**config.mk**
```make
export PLATFORM = sky130hd
export DESIGN_NAME = pll_lock_sequencer
export DESIGN_NICKNAME = d
export VERILOG_FILES = /design/src/rtl/pll_seq_pkg.sv /design/src/rtl/sync_2ff.sv /design/src/rtl/pll_lock_sequencer.sv
export SDC_FILE = /design/constraint.sdc
export NUM_CORES = 1
export LEC_CHECK = 0
export ABC_AREA = 0
export ABC_CLOCK_PERIOD_IN_PS = 3600
export CORE_ASPECT_RATIO = 1.1
export CORE_MARGIN = 2
export CORE_UTILIZATION = 59
export DETAILED_ROUTE_END_ITERATION = 7
export HOLD_SLACK_MARGIN = 0.15
export PLACE_DENSITY = 0.85
export SLEW_MARGIN = 20
export SYNTH_ARGS = -nofsm -noshare
export SYNTH_HDL_FRONTEND = slang
export SYNTH_SLANG_ARGS = --single-unit
export TNS_END_PERCENT = 50
```
**constraint.sdc**
```tcl
create_clock -name clk -period 3.6 [get_ports clk]
set_input_delay 0.72 -clock clk [delete_from_list [all_inputs] [get_ports clk]]
set_output_delay 0.72 -clock clk [all_outputs]
set_load 0.05 [all_outputs]
```
**src/rtl/pll_seq_pkg.sv**
```systemverilog
// Purpose : shared types and constants for the PLL lock/reset sequencer.
// Latency : n/a (declarations only).
// Backpressure: n/a.
package pll_seq_pkg;

    localparam int STATE_W     = 3;
    localparam int MAX_DOMAINS = 8;

    typedef enum logic [STATE_W-1:0] {
        PLL_RST   = 3'd0,
        WAIT_LOCK = 3'd1,
        STABLE    = 3'd2,
        RELEASE   = 3'd3,
        RUN       = 3'd4,
        FAILED    = 3'd5
    } seq_state_t;

    // Largest of four values; used to size the shared cycle counter.
    function automatic int max4(input int a, input int b, input int c, input int d);
        int m;
        m = a;
        if (b > m) m = b;
        if (c > m) m = c;
        if (d > m) m = d;
        return m;
    endfunction

endpackage

```
**src/rtl/sync_2ff.sv**
```systemverilog
// Purpose : two-flop synchronizer bringing an asynchronous level into the clk domain.
// Latency : 2 clk cycles from d to q.
// Backpressure: none; level signal, sampled every cycle.
// Ports   : clk, rst (sync active-high, clears both stages), d (async in), q (synchronized out).
module sync_2ff #(
    parameter int WIDTH = 1
) (
    input  logic             clk,
    input  logic             rst,
    input  logic [WIDTH-1:0] d,
    output logic [WIDTH-1:0] q
);

    logic [WIDTH-1:0] meta;

    always_ff @(posedge clk) begin
        if (rst) begin
            meta <= '0;
            q    <= '0;
        end else begin
            meta <= d;
            q    <= meta;
        end
    end

endmodule

```
**src/rtl/pll_lock_sequencer.sv**
```systemverilog
// Purpose : drives PLL RST, qualifies LOCK, then releases domain resets in order (bit 0 first).
// Latency : lock decisions lag the raw locked pin by 2 cycles; outputs are registered (+1).
// Backpressure: none; loss of lock or relock_req forces a full restart on the next cycle.
// Ports   : clk, rst (sync active-high), locked (async PLL LOCK), relock_req (1-cycle pulse),
//           pll_rst, rst_out[NUM_DOMAINS], ready, fail (sticky), state (debug encoding).
// Build   : define LOCK_LOSS_CNT_EN to add the 8-bit saturating lock_loss_cnt output.
module pll_lock_sequencer
    import pll_seq_pkg::*;
#(
    parameter int NUM_DOMAINS   = 2,
    parameter int RST_CYCLES    = 16,
    parameter int LOCK_TIMEOUT  = 65536,
    parameter int STABLE_CYCLES = 1024,
    parameter int RELEASE_GAP   = 8,
    parameter int MAX_RETRIES   = 4
) (
    input  logic                   clk,
    input  logic                   rst,
    input  logic                   locked,
    input  logic                   relock_req,
    output logic                   pll_rst,
    output logic [NUM_DOMAINS-1:0] rst_out,
    output logic                   ready,
    output logic                   fail,
    output logic [STATE_W-1:0]     state
`ifdef LOCK_LOSS_CNT_EN
    ,
    output logic [7:0]             lock_loss_cnt
`endif
);

    localparam int CNT_MAX = max4(RST_CYCLES, LOCK_TIMEOUT, STABLE_CYCLES, RELEASE_GAP);
    localparam int CNT_W   = $clog2(CNT_MAX + 1);
    localparam int RTRY_W  = $clog2(MAX_RETRIES + 1);
    localparam int IDX_W   = $clog2(NUM_DOMAINS + 1);

    // Terminal values: a phase of N cycles ends when the counter shows N-1.
    localparam logic [CNT_W-1:0]  RST_TERM  = CNT_W'(RST_CYCLES - 1);
    localparam logic [CNT_W-1:0]  TO_TERM   = CNT_W'(LOCK_TIMEOUT - 1);
    localparam logic [CNT_W-1:0]  STB_TERM  = CNT_W'(STABLE_CYCLES - 1);
    localparam logic [CNT_W-1:0]  GAP_TERM  = CNT_W'(RELEASE_GAP - 1);
    localparam logic [RTRY_W-1:0] RTRY_LAST = RTRY_W'(MAX_RETRIES - 1);
    localparam logic [IDX_W-1:0]  IDX_LAST  = IDX_W'(NUM_DOMAINS - 1);

    logic              lock_s;
    seq_state_t        st;
    logic [CNT_W-1:0]  cnt;
    logic [RTRY_W-1:0] retry;
    logic [IDX_W-1:0]  rel_idx;     // index of the most recently released rst_out bit
    logic              lock_lost;
    logic              restart;

    sync_2ff #(.WIDTH(1)) u_lock_sync (
        .clk (clk),
        .rst (rst),
        .d   (locked),
        .q   (lock_s)
    );

    assign lock_lost = ((st == RELEASE) || (st == RUN)) && !lock_s;
    // Loss of lock and relock_req together collapse into a single restart.
    assign restart   = (st != FAILED) && (relock_req || lock_lost);
    assign state     = st;

    always_ff @(posedge clk) begin
        if (rst) begin
            st      <= PLL_RST;
            cnt     <= '0;
            retry   <= '0;
            rel_idx <= '0;
            pll_rst <= 1'b1;
            rst_out <= '1;
            ready   <= 1'b0;
            fail    <= 1'b0;
        end else if (restart) begin
            st      <= PLL_RST;
            cnt     <= '0;
            rel_idx <= '0;
            pll_rst <= 1'b1;
            rst_out <= '1;
            ready   <= 1'b0;
        end else begin
            case (st)
                PLL_RST: begin
                    if (cnt >= RST_TERM) begin
                        st      <= WAIT_LOCK;
                        cnt     <= '0;
                        pll_rst <= 1'b0;
                    end else begin
                        cnt <= cnt + 1'b1;
                    end
                end
                WAIT_LOCK: begin
                    if (lock_s) begin
                        st  <= STABLE;
                        cnt <= '0;
                    end else if (cnt >= TO_TERM) begin
                        cnt     <= '0;
                        pll_rst <= 1'b1;
                        retry   <= retry + 1'b1;
                        if (retry >= RTRY_LAST) begin
                            st   <= FAILED;
                            fail <= 1'b1;
                        end else begin
                            st <= PLL_RST;
                        end
                    end else begin
                        cnt <= cnt + 1'b1;
                    end
                end
                STABLE: begin
                    if (!lock_s) begin
                        st  <= WAIT_LOCK;
                        cnt <= '0;
                    end else if (cnt >= STB_TERM) begin
                        // First domain is released on entry to RELEASE.
                        cnt     <= '0;
                        retry   <= '0;
                        rel_idx <= '0;
                        rst_out <= rst_out << 1;
                        if (NUM_DOMAINS == 1) begin
                            st    <= RUN;
                            ready <= 1'b1;
                        end else begin
                            st <= RELEASE;
                        end
                    end else begin
                        cnt <= cnt + 1'b1;
                    end
                end
                RELEASE: begin
                    if (cnt >= GAP_TERM) begin
                        cnt     <= '0;
                        rst_out <= rst_out << 1;
                        rel_idx <= rel_idx + 1'b1;
                        // ready rises together with the last rst_out bit falling.
                        if ((rel_idx + 1'b1) >= IDX_LAST) begin
                            st    <= RUN;
                            ready <= 1'b1;
                        end
                    end else begin
                        cnt <= cnt + 1'b1;
                    end
                end
                RUN: begin
                    st <= RUN;
                end
                FAILED: begin
                    if (relock_req) begin
                        st    <= PLL_RST;
                        cnt   <= '0;
                        retry <= '0;
                        fail  <= 1'b0;
                    end
                end
                default: begin
                    st      <= PLL_RST;
                    cnt     <= '0;
                    pll_rst <= 1'b1;
                    rst_out <= '1;
                    ready   <= 1'b0;
                end
            endcase
        end
    end

`ifdef LOCK_LOSS_CNT_EN
    // Counts only restarts caused by lock loss; relock_req alone is not counted.
    always_ff @(posedge clk) begin
        if (rst) begin
            lock_loss_cnt <= '0;
        end else if (lock_lost && (lock_loss_cnt != 8'hFF)) begin
            lock_loss_cnt <= lock_loss_cnt + 8'd1;
        end
    end
`endif

endmodule

```
==> flow_metrics.py, run 1 <==
metrics = {
    "die": {
        "die_w_um": 58.6,
        "row_count": 21,
        "start_util_pct": 62.5,
        "coreArea_um2": 3100,
        "io_pins": 12,
        "die-area_um2": 3760,
        "fp.dieH_um": 64.1,
    },
    "clock_tree": {
        "cts-root-buf": "clkbuf_4",
        "clock_latency_ps": 350,
        "clockBufferDepth": 2,
        "clkTransAtPathRegs_ps": 100,
        "ctsHtreeMaxLevel": 2,
        "cts-buffers-inserted": 5,
        "cts_tree": "done",
        "numClockSinks": 32,
        "post_cts_resized": 0,
        "cts_hold_buf": 0,
        "postCtsSetupRepairBufs": 0,
    },
    "global_route": {
        "grt_max_degree": 24,
        "grt_pass1_vias": 1558,
        "grt.met2_usage_pct": 37.8,
        "track_usage_pct": 24.4,
        "global_route.overflow_total": 0,
        "antenna_found_initial": 0,
        "grt_busiest_layer": "met2",
        "grtUsageMet1_pct": 32.2,
        "use_met3_pct": 6.68,
        "grt_first_pass_wirelength_um": 7070,
    },
    "timing": {
        "hold_viol": 0,
        "tightest_slew_ps": 736,
        "final_max_slew_viol_count": 0,
        "fin_skew_ps": 14.0,
        "finalWorstSetupSlack_ps": 464,
        "rsz0062_at_grt": "false",
        "period_minus_slack_ps": 3140,
        "hold-worst-slack_ps": 444,
        "fmax_mhz": 319,
        "finalSetupViolCount": 0,
        "fin_tns_setup_ps": 0,
        "period_share_pct": 87.1,
        "maxSlewHeadroom_pct": 50.8,
    },
    "critical_path": {
        "cp_max_fo": 7,
        "worst_r2r_path_depth": 12,
        "r2r-end": "cnt[8]$_SDFFE_PP0P_",
        "endpoint_kind": "flip-flop",
        "rrSetupSlack_ps": 460,
        "start_kind": "flip-flop",
        "critPathRequiredTime_ps": 3850,
        "crit_arrival_ps": 3380,
        "regToRegStartpoint": "cnt[0]$_SDFFE_PP0P_",
        "crit_type": "flip-flop to flip-flop",
    },
    "yosys": {
        "ys_top_cells_by_area": "dfxtp_1, nand2_1, nand3_1",
        "syn_nets": 249,
        "syn_inst": 240,
        "ys.flop_type": "dfxtp_1",
        "synthDistinctLibCells": 52,
        "synth.avg_cell_area_um2": 8.08,
        "async_flop_share_pct": 0,
        "synth_top_area_share_pct": 33.1,
        "yosysTopAreaCell": "dfxtp_1",
        "ys_ff_latch": 32,
        "synth-edff-count": 0,
        "ys_warn_count": 0,
        "ys_seq_area_share_pct": 33.1,
        "syn_area_um2": 1940,
    },
    "place": {
        "hpwl_um": 2970,
        "gp_congestion": 0.833,
        "dp_cells": 275,
        "io_buffer_count": 11,
        "place_area_um2": 2050,
        "post-place-ws_ps": 516,
    },
    "outcome": {
        "outcome": "completed",
    },
    "drt": {
        "drtIter0Drc": 145,
        "wl_per_cell_um": 14.4,
        "post_drt_via_cell_ratio": 6.27,
        "drtPass1Iterations": 4,
        "ant_nets": 0,
        "wl_um": 4070,
        "vias": 1773,
        "drc": 0,
    },
    "finish": {
        "fin_cells": 283,
        "fin_util_pct": 68.2,
        "area_growth_pct": 9.10,
        "nNetsFinal": 257,
        "diodes": 0,
        "final_cell_area_um2": 2110,
        "drive_gt1_share_pct": 10.4,
    },
    "min_path": {
        "hold_end": "u_lock_sync.q$_SDFF_PP0_",
        "whs_path_depth": 1,
        "hp-class": "flip-flop to flip-flop",
        "hold_start": "u_lock_sync.meta$_SDFF_PP0_",
    },
    "power": {
        "total_power_mw": 0.606,
        "vdd_drop_max_mv": 0.233,
        "cellLeakagePower_nw": 0.783,
        "power_density_nw_per_um2": 287,
    },
    "flow_run": {
        "max_cap_violations": 0,
    },
}
how the worst max path moves through the flow:
stage	from	end	slack (ps)	cells after the start
final	cnt[0]$_SDFFE_PP0P_	cnt[8]$_SDFFE_PP0P_	460	12
after global routing	cnt[0]$_SDFFE_PP0P_	cnt[9]$_SDFFE_PP0P_	260	12
after detailed placement	cnt[0]$_SDFFE_PP0P_	cnt[9]$_SDFFE_PP0P_	520	12
after floorplan	cnt[0]$_SDFFE_PP0P_	cnt[6]$_SDFFE_PP0P_	710	12
after CTS	cnt[0]$_SDFFE_PP0P_	cnt[9]$_SDFFE_PP0P_	490	12
after global placement	cnt[0]$_SDFFE_PP0P_	cnt[9]$_SDFFE_PP0P_	600	12
metal layers:
metal | part of all wire (%) | routed length (um)
met1 | 48 | 1940
met4 | 1.6 | 65
met2 | 46 | 1890
met3 | 4.4 | 179
met5 | 0 | 0
Yosys cell counts (2+ instances only):
cell       instances
o211ai_1           2
and2_1             7
nand2b_1           5
xor2_1             4
nor2_1            15
a21o_1             2
dfxtp_1           32
ha_1               5
and4_1             4
o22ai_1            3
a22oi_1            2
buf_2              3
clkbuf_1           9
nor4_1             3
a2bb2oi_1          3
or4_4              2
nor3_1             7
o311ai_0           4
inv_1              5
buf_6              2
and3_1             7
nor2b_1            7
a211oi_1           3
mux2_2             3
nand2_1           25
a211o_1            3
or2_2              3
a21oi_1           10
o31ai_1            4
nand3_1           14
nand4_1            8
o21ai_0           13
or3_1              2
layout make-up:
| type | instances | area (um2) |
|---|---|---|
| multi-input combinational | 188 | 1200 |
| fill | 250 | 986 |
| sequential | 32 | 641 |
| timing repair buffer | 16 | 148 |
| clock buffer | 6 | 51.3 |
| tap | 34 | 42.5 |
| inverter | 5 | 18.8 |
| clock inverter | 2 | 10.0 |
placed cells by master (no fill, tap or decap), types with 7 or more instances in the layout:
master,synthesis,routed
nor2b_1,7,7
nand4_1,8,8
and2_1,7,7
nor3_1,7,7
o21ai_0,13,13
nand3_1,14,14
clkdlybuf4s50_1,0,11
dfxtp_1,32,32
a21oi_1,10,10
nor2_1,15,15
and3_1,7,7
nand2_1,25,25
cell families (layout without fill, tap and decap cells):
family,count (synthesis),count (layout),synth area share [%]
and+or+nand+nor,116,116,33.1
AOI/OAI and AO/OA,58,58,21.2
DFF,32,32,33.1
buffers and inverters,20,29,4.84
adders and majority gates,5,5,3.23
xor gates and xnor gates,5,5,2.26
muxes,4,4,2.26
critical path, cell delays in order, from the launching register on:
cell and delay (ps):
dfxtp_1 360, ha_1 280, and4_1 260, and3_1 180
nand2_1 100, nor2_1 60, ha_1 170, or4_4 480
a211o_1 270, nand2_1 120, o21ai_0 230, buf_4 250
o41ai_1 290
sequential cells by signal (all words and copies together), names as in the netlist:
name              cells
u_lock_sync.meta      1
pll_rst               1
cnt                  17
state                 3
ready                 1
fail                  1
rst_out               2
retry                 3
u_lock_sync.q         1
rel_idx               2
power by group:
group,switching (mW),internal (mW)
clock network,0.128,0.0928
logic,0.0158,0.0112
registers,0.00274,0.356
total,0.146,0.460
No activity file was read; power rests on OpenSTA's default activity.
==> inputs of run 2 (changes only) <==
Settings changed: ABC_CLOCK_PERIOD_IN_PS 3600 to 3700, CORE_UTILIZATION 59 to 63, PLACE_DENSITY 0.85 to 0.9.
Clock period 3.6 ns to 3.7 ns, I/O delays scaled along.
==> flow_metrics.py, run 2 (synthesis results as in run 1) <==
metrics = {
    "timing": {
        "fmax_mhz": 321,
        "final_max_slew_viol_count": 0,
        "hold_viol": 0,
        "maxSlewHeadroom_pct": 51.2,
        "rsz0062_at_grt": "false",
        "period_share_pct": 84.3,
        "fin_skew_ps": 5.90,
        "finalSetupViolCount": 0,
        "fin_tns_setup_ps": 0,
        "tightest_slew_ps": 732,
        "period_minus_slack_ps": 3120,
    },
    "place": {
        "dp_cells": 273,
        "hpwl_um": 2980,
        "gp_congestion": 0.880,
        "io_buffer_count": 11,
    },
    "die": {
        "io_pins": 12,
        "die_w_um": 56.9,
        "row_count": 21,
        "fp.dieH_um": 62.2,
        "die-area_um2": 3540,
        "coreArea_um2": 3000,
        "start_util_pct": 64.7,
    },
    "finish": {
        "diodes": 0,
        "fin_cells": 281,
        "layout_common_cells": "dfxtp_1, nand2_1, nor2_1",
        "fillCellCount": 267,
        "nNetsFinal": 255,
        "regArea_um2": 641,
        "regMostFlops": "cnt",
        "fin_util_pct": 70.0,
        "drive_gt1_share_pct": 8.91,
        "largest_reg_flops": 17,
        "final_common_cell": "dfxtp_1",
        "area_growth_pct": 8.20,
        "multi_input_area_um2": 1200,
    },
    "critical_path": {
        "regToRegStartpoint": "cnt[0]$_SDFFE_PP0P_",
        "critPathRequiredTime_ps": 3930,
        "rrSetupSlack_ps": 580,
        "crit_type": "flip-flop to flip-flop",
        "r2r-end": "cnt[9]$_SDFFE_PP0P_",
        "start_kind": "flip-flop",
        "worst_r2r_path_depth": 12,
        "endpoint_kind": "flip-flop",
        "crit_arrival_ps": 3350,
        "cp_max_fo": 10,
    },
    "global_route": {
        "grt_max_degree": 24,
        "grt_first_pass_wirelength_um": 7190,
        "antenna_found_initial": 0,
        "track_usage_pct": 25.3,
        "global_route.overflow_total": 0,
        "grt_pass1_vias": 1643,
    },
    "clock_tree": {
        "cts-root-buf": "clkbuf_4",
        "clockBufferDepth": 2,
        "clkTransAtPathRegs_ps": 100,
        "cts-buffers-inserted": 5,
        "numClockSinks": 32,
        "post_cts_resized": 0,
        "postCtsSetupRepairBufs": 0,
        "ctsHtreeMaxLevel": 2,
        "cts_tree": "done",
        "cts_hold_buf": 0,
        "clock_latency_ps": 340,
    },
    "min_path": {
        "hold_start": "rel_idx[1]$_SDFFE_PP0P_",
        "hold_end": "rel_idx[1]$_SDFFE_PP0P_",
        "whs_path_depth": 2,
        "hp-class": "flip-flop to flip-flop",
    },
    "drt": {
        "post_drt_via_cell_ratio": 6.47,
        "ant_nets": 0,
        "drtIter0Drc": 80,
        "wl_um": 4180,
        "wl_per_cell_um": 14.9,
        "vias": 1819,
        "drtPass1Iterations": 4,
        "drc": 0,
    },
    "power": {
        "cellLeakagePower_nw": 0.768,
        "vdd_drop_max_mv": 0.239,
        "power_density_nw_per_um2": 281,
    },
    "flow_run": {
        "max_cap_violations": 0,
    },
    "outcome": {
        "outcome": "completed",
    },
}
## run 2: changes by cell type in the layout (fill, tap and decap cells not counted), sizes merged
cell / before / now
buf: 5 / 3
clkbuf: 6 / 8
clkinv: 2 / 0
## run 2: cell type report
| type | instances | area share, % |
|---|---|---|
| sequential | 32 | 30.5 |
| clock buffer | 8 | 2.80 |
| timing repair buffer | 14 | 6.32 |
| tap | 34 | 2.03 |
| inverter | 5 | 0.895 |
| multi-input combinational | 188 | 57.4 |
## run 2: routing by layer
metal | GRT usage [%] | routed length, um | up-vias
met4 | 12.8 | 94 | 0
li1 | - | - | 908
met3 | 6.46 | 253 | 11
met5 | 0 | 0 | -
met1 | 31.1 | 1820 | 843
met2 | 40.4 | 2010 | 57
## run 2: metrics by stage
step | total power, mW | hold slack [ps] | area (um2) | setup WS [ps]
floorplan | 0.373 | 414 | 1940 | 809
global placement | 0.380 | 422 | 2040 | 732
detailed placement | 0.381 | 450 | 2040 | 610
CTS | 0.593 | 464 | 2100 | 569
global route | 0.609 | 484 | 2100 | 302
finish | 0.589 | 464 | 2100 | 581
## run 2: where the power goes
| group | internal (mW) | switching (mW) |
|---|---|---|
| combinational | 0.00953 | 0.0152 |
| clock | 0.0937 | 0.122 |
| sequential | 0.346 | 0.00266 |
## run 2: how the worst max path moves through the flow
stage,start,to,slack (ps),depth (start not counted)
after floorplan,cnt[0]$_SDFFE_PP0P_,cnt[6]$_SDFFE_PP0P_,810,12
after global placement,cnt[0]$_SDFFE_PP0P_,cnt[9]$_SDFFE_PP0P_,730,12
after detailed placement,cnt[0]$_SDFFE_PP0P_,cnt[9]$_SDFFE_PP0P_,610,12
after CTS,cnt[0]$_SDFFE_PP0P_,cnt[9]$_SDFFE_PP0P_,570,12
after global routing,cnt[0]$_SDFFE_PP0P_,cnt[11]$_SDFFE_PP0P_,300,12
final,cnt[0]$_SDFFE_PP0P_,cnt[9]$_SDFFE_PP0P_,580,12
## run 2: worst max-delay path, cell delays in order, from the launching register on
cell      delay [ps]
dfxtp_1          350
ha_1             270
and4_1           250
and3_1           180
nand2_1          100
nor2_1            60
ha_1             170
or4_4            480
a211o_1          280
nand2_1          110
o21ai_0          200
buf_4            250
o311ai_0         320
==> edit: new RTL, config.mk and constraints of run 1 <==
`MAX_RETRIES`: 4 -> 8.
--- a/src/rtl/pll_lock_sequencer.sv
+++ b/src/rtl/pll_lock_sequencer.sv
@@ -12,7 +12,7 @@
     parameter int LOCK_TIMEOUT  = 65536,
     parameter int STABLE_CYCLES = 1024,
     parameter int RELEASE_GAP   = 8,
-    parameter int MAX_RETRIES   = 4
+    parameter int MAX_RETRIES   = 8
 ) (
     input  logic                   clk,
     input  logic                   rst,
Check against the original RTL: no difference found for any inputs over 10 cycles, from zero or initial values and one cycle with rst high; that may be too few to reach the edited logic, so the function may still have changed.
==> edit against run 1 <==
Critical path depth fell by 1; area after synthesis fell by 0.97%; combinational power shrank 23%; sequential cell count grew 1; non-clock buffer count is 3 lower; fmax is 4.1% higher; first-iteration DRC count grew 6.9%; routed wire length grew 5.9%; worst setup slack improved by 120 ps; sequential share of layout area is 1.4 points higher; total power fell by 0.80%; design area is 1.5% lower; highest routed layer unchanged.
==> edit: results (changes against run 1) <==
The placer's final routability congestion estimate is 0.8779 (was 0.8330). The half-perimeter wire length after detailed placement is 3003 um (was 2971 um). The worst setup timing slack at the placement stage came to 677.7 ps (was 516.4 ps). The peak per-stage delay on the critical path came out at 680 ps (was 480 ps). The number of input and output port buffers inserted is 11 (unchanged).

The count of antenna diodes in the layout was 0 (unchanged). The clock buffer count from CTS was 5 (unchanged). The unique cell type count in the Yosys netlist is 57 (was 52). The worst clock skew came out at 10.01 ps (was 13.98 ps).

The total global routing track utilization is 0.2625 (was 0.2439). The total of warnings raised by yosys is 0 (unchanged). The layout cell share with drive strength beyond 1 was 0.08571 (was 0.1044).

Top area cells in the synthesized netlist: sky130_fd_sc_hd__dfxtp_1 (34%), sky130_fd_sc_hd__o21ai_0 (4.7%), sky130_fd_sc_hd__nor2_1 (4.7%) (was sky130_fd_sc_hd__dfxtp_1 (33%), sky130_fd_sc_hd__nand2_1 (4.8%), sky130_fd_sc_hd__nand3_1 (3.6%)). The number of nets in the layout is 252 (was 257). The number of post-CTS setup repair buffers came out at 0 (unchanged). The detailed router's first-iteration violation count came out at 155 (was 145). The number of detailed-route iterations in the first pass is 4 (unchanged). The via count of the routed design is 1,755 (was 1,773).

The signal arrival time at the worst endpoint is 3260 ps (was 3380 ps). The synthesized instance count is 234 (was 240). The via count of the first global-routing pass was 1,640 (was 1,558).

The number of antenna violations at the first check in global routing is 0 (unchanged). The number of placed instances, taps included came out at 271 (was 275). The post-place instance area came to 0.002033 mm2 (was 0.002053 mm2).

The total routed wirelength came to 4313 um (was 4074 um). The sequential-to-total area share from yosys stat is 0.3442 (was 0.3305). The maximum number of pins on one net before global-route repair came out at 23 (was 24). The worst voltage drop across the vdd grid came to 0.2419 mV (was 0.2326 mV). The async set-reset flop share out of synthesis was 0 (unchanged). The slowest cell on the critical path is sky130_fd_sc_hd__o31ai_4 (was sky130_fd_sc_hd__or4_4).

The number of nets in the synthesized netlist came out at 242 (was 249). The standby leakage power is 0.7640 nW (was 0.7828 nW). The root buffer cell is sky130_fd_sc_hd__clkbuf_4 (unchanged).

The peak fanout along the critical path is 22 (was 7). The net switching power came out at 0.1494 mW (was 0.1463 mW). The wire length per cell is 15.46 um (was 14.40 um). The wire length of the first global-routing pass is 7562 um (was 7072 um). The slew at the pin closest to its max-slew limit is 796.6 ps (was 736.5 ps). The final-layout fill cell count is 260 (was 250). The flip-flop count of the largest register, all copies and words added is 17 (unchanged).

Leading cell types by count after synthesis: sky130_fd_sc_hd__dfxtp_1 (33), sky130_fd_sc_hd__nor2_1 (24), sky130_fd_sc_hd__nand2_1 (21) (was sky130_fd_sc_hd__dfxtp_1 (32), sky130_fd_sc_hd__nand2_1 (25), sky130_fd_sc_hd__nor2_1 (15)). Result of the run: completed (unchanged).
-- edit: cell count changes after synthesis, sizes merged, moves of 4 or more --
cell / delta
o21ai: +7
nand3: -5
nor2: +9
clkbuf: -7
inv: +4
and2: -7
a31oi: +4
-- edit: power by group through the flow --
stage | sequential (mW) | combinational (mW) | clock, mW
floorplan | 0.378 | 0.0147 | 0
global placement | 0.379 | 0.0200 | 0
detailed placement | 0.379 | 0.0204 | 0
CTS | 0.370 | 0.0206 | 0.209
global route | 0.371 | 0.0230 | 0.232
finish | 0.370 | 0.0209 | 0.210
-- edit: critical path, delay by kind of cell, from the launching register on --
kind / cells / cell delay (ps)
AOI/OAI and AO/OA: 3 / 1060
DFF: 1 / 480
adders and majority gates: 1 / 190
and+or+nand+nor: 7 / 1170
-- edit: layout make-up --
| class | instances | area [um2] | area share |
|---|---|---|---|
| multi-input combinational | 182 | 1171 | 0.5625 |
| sequential | 33 | 660.6 | 0.3173 |
| timing repair buffer | 13 | 125.1 | 0.06010 |
| clock buffer | 8 | 48.80 | 0.02344 |
| tap | 34 | 42.54 | 0.02043 |
| inverter | 9 | 33.78 | 0.01623 |
-- edit: path summary, 6_finish.rpt --
path / startpoint / end / slack (ps) / cells after the start
worst min-delay path: u_lock_sync.meta$_SDFF_PP0_ / u_lock_sync.q$_SDFF_PP0_ / 450 / 1
worst max register to register: cnt[7]$_SDFFE_PP0P_ / cnt[3]$_SDFFE_PP0P_ / 590 / 11
worst max-delay path: cnt[7]$_SDFFE_PP0P_ / cnt[3]$_SDFFE_PP0P_ / 590 / 11
worst min register to register: u_lock_sync.meta$_SDFF_PP0_ / u_lock_sync.q$_SDFF_PP0_ / 450 / 1
-- edit: kinds of logic after synthesis --
kind of cell / synth area share
AOI/OAI and AO/OA: 0.2745
buffers and inverters: 0.04563
DFF: 0.3442
muxes: 0.01043
adders and majority gates: 0.02608
xor gates and xnor gates: 0.01826
and+or+nand+nor: 0.2810
-- edit: metal layers --
metal  vias to the layer above  global-route usage  routed length [um]
met2                        62              0.3904                2021
met1                       803              0.3484                1962
met3                        11             0.04656                 225
li1                        879                   -                   -
met5                         -                   0                   0
met4                         0              0.1570                 104
